--- config.mk ---
export PLATFORM = sky130hd
export DESIGN_NAME = if_fetch_ctrl_flat
export DESIGN_NICKNAME = d
export VERILOG_FILES = /design/src/rtl/if_fetch_ctrl_if.sv /design/src/rtl/if_fetch_ctrl.sv /design/src/flat_wrapper.sv
export SDC_FILE = /design/constraint.sdc
export NUM_CORES = 1
export LEC_CHECK = 0
export ABC_AREA = 0
export CAP_MARGIN = 30
export CORE_MARGIN = 3
export CORE_UTILIZATION = 45
export CTS_CLUSTER_SIZE = 10
export DETAILED_ROUTE_END_ITERATION = 8
export PLACE_DENSITY_LB_ADDON = 0.1
export SLEW_MARGIN = 40
export SYNTH_ARGS = -nofsm -noshare
export SYNTH_HDL_FRONTEND = slang
export SYNTH_SLANG_ARGS = --single-unit
--- constraint.sdc ---
create_clock -name clk_i -period 2 [get_ports clk_i]
set_input_delay 0.4 -clock clk_i [delete_from_list [all_inputs] [get_ports clk_i]]
set_output_delay 0.4 -clock clk_i [all_outputs]
set_load 0.005 [all_outputs]
--- src/rtl/if_fetch_ctrl_if.sv ---
// Instruction SRAM request/response port seen by the fetch sequencer.
interface if_fetch_ctrl_if #(
  parameter int unsigned RegW = 32
) ();
  logic            inst_req;
  logic [RegW-1:0] inst_addr;
  logic            inst_addr_ok;
  logic            inst_data_ok;
  logic [31:0]     inst_rdata;

  modport master (
    output inst_req, inst_addr,
    input  inst_addr_ok, inst_data_ok, inst_rdata
  );

  modport slave (
    input  inst_req, inst_addr,
    output inst_addr_ok, inst_data_ok, inst_rdata
  );
endinterface

--- src/rtl/if_fetch_ctrl.sv ---
// Fetch-stage sequencer: paces pc_reg, issues one SRAM fetch at a time,
// buffers one word for a stalled ID and squashes fetches made stale by redirects.
module if_fetch_ctrl #(
  parameter int unsigned RegW = 32
) (
  input  logic                  clk_i,
  input  logic                  rst_i,
  input  logic [32:0]           jbr_bus_i,
  output logic [32:0]           jbr_bus_o,
  output logic                  pc_allow_nxt_o,
  input  logic [RegW-1:0]       pc_i,
  if_fetch_ctrl_if.master       inst_bus,
  input  logic                  id_allow_in_i,
  output logic                  if_to_id_valid_o,
  output logic [RegW-1:0]       if_pc_o,
  output logic [31:0]           if_inst_o
);

  typedef enum logic [1:0] {
    ADV  = 2'd0,
    REQ  = 2'd1,
    WAIT = 2'd2,
    HOLD = 2'd3
  } state_e;

  state_e          state;
  logic            redir_vld;
  logic [31:0]     redir_tgt;
  logic            discard;
  logic [RegW-1:0] req_pc;
  logic [RegW-1:0] buf_pc;
  logic [31:0]     buf_inst;

  logic            live_taken;
  logic [31:0]     live_tgt;
  logic            data_ok;
  logic            bypass_hit;

  assign live_taken = jbr_bus_i[32];
  assign live_tgt   = jbr_bus_i[31:0];
  assign data_ok    = inst_bus.inst_data_ok;
  assign bypass_hit = (state == WAIT) && data_ok && !discard && id_allow_in_i;

  // Every externally visible output is forced to its reset value while rst_i is high.
  always_comb begin
    jbr_bus_o          = '0;
    pc_allow_nxt_o     = 1'b0;
    inst_bus.inst_req  = 1'b0;
    inst_bus.inst_addr = '0;
    if_to_id_valid_o   = 1'b0;
    if_pc_o            = '0;
    if_inst_o          = '0;
    if (!rst_i) begin
      jbr_bus_o          = {redir_vld | live_taken, live_taken ? live_tgt : redir_tgt};
      pc_allow_nxt_o     = (state == ADV);
      inst_bus.inst_req  = (state == REQ);
      inst_bus.inst_addr = (state == REQ) ? pc_i : '0;
      if_to_id_valid_o   = !live_taken && (bypass_hit || (state == HOLD));
      if_pc_o            = (state == HOLD) ? buf_pc : req_pc;
      if_inst_o          = (state == HOLD) ? buf_inst : inst_bus.inst_rdata;
    end
  end

  always_ff @(posedge clk_i) begin
    if (rst_i) begin
      state     <= ADV;
      redir_vld <= 1'b0;
      redir_tgt <= '0;
      discard   <= 1'b0;
      req_pc    <= '0;
      buf_pc    <= '0;
      buf_inst  <= '0;
    end else begin
      // Outside ADV a redirect cannot reach pc_reg yet, so park it; newest wins.
      if (live_taken && (state != ADV)) begin
        redir_vld <= 1'b1;
        redir_tgt <= live_tgt;
      end
      unique case (state)
        ADV: begin
          redir_vld <= 1'b0;
          state     <= REQ;
        end
        REQ: begin
          if (live_taken) discard <= 1'b1;
          if (inst_bus.inst_addr_ok) begin
            req_pc <= pc_i;
            state  <= WAIT;
          end
        end
        WAIT: begin
          if (data_ok) begin
            discard <= 1'b0;
            if (discard || live_taken || id_allow_in_i) begin
              state <= ADV;
            end else begin
              buf_inst <= inst_bus.inst_rdata;
              buf_pc   <= req_pc;
              state    <= HOLD;
            end
          end else if (live_taken) begin
            discard <= 1'b1;
          end
        end
        HOLD: begin
          if (live_taken || id_allow_in_i) state <= ADV;
        end
      endcase
    end
  end

endmodule
--- src/flat_wrapper.sv ---
// flat-port wrapper written by rule: the top's interface ports become plain ports
module if_fetch_ctrl_flat 
#(
  parameter int unsigned RegW = 32
)
  (clk_i, rst_i, jbr_bus_i, jbr_bus_o, pc_allow_nxt_o, pc_i, id_allow_in_i, if_to_id_valid_o, if_pc_o, if_inst_o, inst_bus_inst_req, inst_bus_inst_addr, inst_bus_inst_addr_ok, inst_bus_inst_data_ok, inst_bus_inst_rdata);
  if_fetch_ctrl_if #(.RegW(RegW)) inst_bus_i ();
  input  logic clk_i;
  input  logic rst_i;
  input  logic [32:0] jbr_bus_i;
  output logic [32:0] jbr_bus_o;
  output logic pc_allow_nxt_o;
  input  logic [RegW-1:0] pc_i;
  input  logic id_allow_in_i;
  output logic if_to_id_valid_o;
  output logic [RegW-1:0] if_pc_o;
  output logic [31:0] if_inst_o;
  output wire logic [$bits(inst_bus_i.inst_req)-1:0] inst_bus_inst_req;
  output wire logic [$bits(inst_bus_i.inst_addr)-1:0] inst_bus_inst_addr;
  input wire logic [$bits(inst_bus_i.inst_addr_ok)-1:0] inst_bus_inst_addr_ok;
  input wire logic [$bits(inst_bus_i.inst_data_ok)-1:0] inst_bus_inst_data_ok;
  input wire logic [$bits(inst_bus_i.inst_rdata)-1:0] inst_bus_inst_rdata;
  assign inst_bus_inst_req = inst_bus_i.inst_req;
  assign inst_bus_inst_addr = inst_bus_i.inst_addr;
  assign inst_bus_i.inst_addr_ok = inst_bus_inst_addr_ok;
  assign inst_bus_i.inst_data_ok = inst_bus_inst_data_ok;
  assign inst_bus_i.inst_rdata = inst_bus_inst_rdata;
  if_fetch_ctrl #(.RegW(RegW)) u_core (.clk_i(clk_i), .rst_i(rst_i), .jbr_bus_i(jbr_bus_i), .jbr_bus_o(jbr_bus_o), .pc_allow_nxt_o(pc_allow_nxt_o), .pc_i(pc_i), .inst_bus(inst_bus_i), .id_allow_in_i(id_allow_in_i), .if_to_id_valid_o(if_to_id_valid_o), .if_pc_o(if_pc_o), .if_inst_o(if_inst_o));
endmodule
==> reports/results.tsv, run 1 <==
stage	metric	value	unit
global_route	gr-total-overflow	0	
cts	numCtsBuffers	17	
critical_path	arrival	1.73	ns
final_layout	syn_to_final_growth	49.8	%
floorplanning	die_w	127	um
place	place_congestion	0.765	
cts	path_clk_slew	0.05	ns
routing	ant_nets	0	
power	p_total	9.21	mW
min_path	worst_hold_startpoint	rst_i	
sta	finalHoldViolations	0	
critical_path	ff2ff_setup_slack	0.23	ns
logic_synthesis	syn_nets	962	
min_path	hold_class	in2reg	
cts	htreeDepth	4	
outcome	violations	negative setup slack	
global_route	grt_max_degree	78	
cts	insertion_delay	0.41	ns
routing	drt-total-wl	19200	um
global_route	use_met3	5.31	%
floorplanning	start_util	46.6	%
logic_synthesis	syn_area	6570	um^2
cts	clock-sinks	132	
critical_path	critical_path_class	reg2out	
global_route	grt_pass1_vias	6295	
critical_path	critPathCaptureType	primary output	
final_layout	drive_gt1_share	20.4	%
power	p_leak	4.16	nW
sta	fin_crit	2.13	ns
job	max_cap_violations	0	
critical_path	cp.required	1.60	ns
sta	worst-slew-pin-transition	0.546	ns
power	power_density	935	nW/um^2
logic_synthesis	ys_seq_area_share	40.2	%
sta	fin_tns_setup	-3.39	ns
floorplanning	coreArea	14100	um^2
final_layout	antenna-diode-count	0	
routing	vias	6644	
routing	drt_iter0_drc	388	
global_route	met2_usage	39.0	%
final_layout	nets	1205	
floorplanning	ios	234	
sta	finalSetupViolations	81	
sta	fin_skew	0.00571	ns
sta	rsz0062_at_grt	true	
global_route	grt_pass1_wl	31100	um
critical_path	worstReg2RegStart	u_core.state[0]	
routing	dr.pass1.iters	5	
sta	relSlewSlack	63.6	%
logic_synthesis	syn_area_per_cell	7.68	um^2
sta	fmax	469	MHz
cts	cts_hold_buf	0	
critical_path	crit_start	u_core.state[0]	
place	port_buffers	233	
logic_synthesis	synthCells	856	
logic_synthesis	ys_types	26	
sta	finalWorstSetupSlack	-0.131	ns
power	ir_worst_vdd	0.000639	V
routing	avgRoutedWirePerCell	14.9	um
final_layout	final_util	69.8	%
place	dp_hpwl	12100	um
final_layout	final_cell_mix	a21oi_1 (130), dfxtp_1 (130), nand2_1 (129), clkdlybuf4s50_1 (111), nor2_1 (98)	
global_route	track_usage	23.3	%
critical_path	crit_fanout	7	
floorplanning	fp-row-count	43	
cts	root_buffer	clkbuf_16	
outcome	status	finished, violations left	
floorplanning	die_h	127	um
global_route	grt.busiest_layer	met2	
routing	vias_per_cell	5.16	
sta	period_share	107	%
global_route	use_met1	29.6	%
logic_synthesis	synth-warning-count	0	
cts	clockBufferDepth	2	
logic_synthesis	synth-seq-cells	132	
cts	cts_tree	built	
routing	drc	0	
sta	slew_viol_final	0	
critical_path	startpoint_type	flop	
floorplanning	die-area	16100	um^2
global_route	antenna_found_initial	0	
-- area by class of cell --
type	count	area (um^2)
fillers	1194	4250
clock inverters	5	75.1
repair buffers	306	2770
inverters	2	10.0
clock buffers	23	498
flip-flops and latches	132	2650
multi-input cells	640	3620
well taps	180	225
-- critical path, stage by stage, from the launching register on --
cell	delay [ns]
dfxtp_4	0.38
ha_4	0.16
buf_12	0.15
buf_12	0.14
buf_6	0.10
mux2i_2	0.21
nor2_1	0.05
buf_2	0.14
-- sequential cells by signal, summed over array words and instances (netlist names) --
signal,count
u_core.buf_inst,32
u_core.buf_pc,32
u_core.discard,1
u_core.redir_tgt,32
u_core.redir_vld,1
u_core.req_pc,32
u_core.state,2
-- layer usage --
layer | vias to the layer above | share of wire (%)
met1 | 3052 | 44
met4 | 0 | 1.4
met5 | - | 0
li1 | 3379 | -
met2 | 194 | 49
met3 | 19 | 6.1
-- report_power, final --
part	switching [mW]	leakage, nW	total, mW	internal, mW
clock	1.05	0.287	3.02	1.96
sequential	0.174	1.07	3.08	2.91
combinational	1.51	2.81	3.11	1.59
total	2.74	4.16	9.21	6.47
-- kinds of logic (layout without fill, tap and decap cells) --
logic type	after synthesis	in the layout	synth area share [%]
multiplexers	96	96	14.6
buffers and inverters	84	336	6.11
adder cells (fa/ha/maj)	4	4	0.762
AO/OA/AOI/OAI	201	201	15.8
flip-flops	132	132	40.2
AND/OR/NAND/NOR	339	339	22.5
-- Yosys cell counts (all sizes together) --
cell,count,area share (%)
dfxtp,132,40
a21oi,131,10
nand2,129,7.4
nor2,99,5.7
mux2i,96,15
o21ai,65,5.0
nand3,64,4.9
clkbuf,42,2.4
buf,40,3.6
and2,34,3.2
ha,4,0.76
nor2b,4,0.38
a311oi,3,0.50
nand2b,3,0.29
inv,2,0.11
nor3,2,0.15
a31oi,1,0.095
a41oi,1,0.25
and3b,1,0.13
nand3b,1,0.17
or2,1,0.095
or3b,1,0.17
-- worst paths after layout --
path / to / depth (start not counted)
hold / removal: u_core.state[0] / 3
setup reg to reg: u_core.buf_inst[18] / 7
hold reg to reg: u_core.redir_tgt[11] / 2
setup / recovery: if_pc_o[15] / 7
-- stage by stage --
step,area [um^2],hold WS [ns],setup slack (ns),std cells
2_1_floorplan,6570,0.436,0.318,856
3_3_place_gp,9270,0.441,-0.384,1234
3_5_place_dp,9270,0.446,-0.375,1234
4_1_cts,9760,0.431,-0.154,1283
5_1_grt,9840,0.455,-0.209,1288
6_report,9840,0.440,-0.131,1288
-- timing repair --
item,CTS,global route
resized for setup,419,47
setup endpoints to repair,100,120
cloned,3,0
pin swaps,9,16
setup buffers,18,10
Note: power is estimated with default switching activity, not from simulation.
==> inputs of run 2 (changes only) <==
- CAP_MARGIN: 30 -> 0
==> results of run 2 <==
The final DEF is identical to that of run 1; final timing and power are the same.
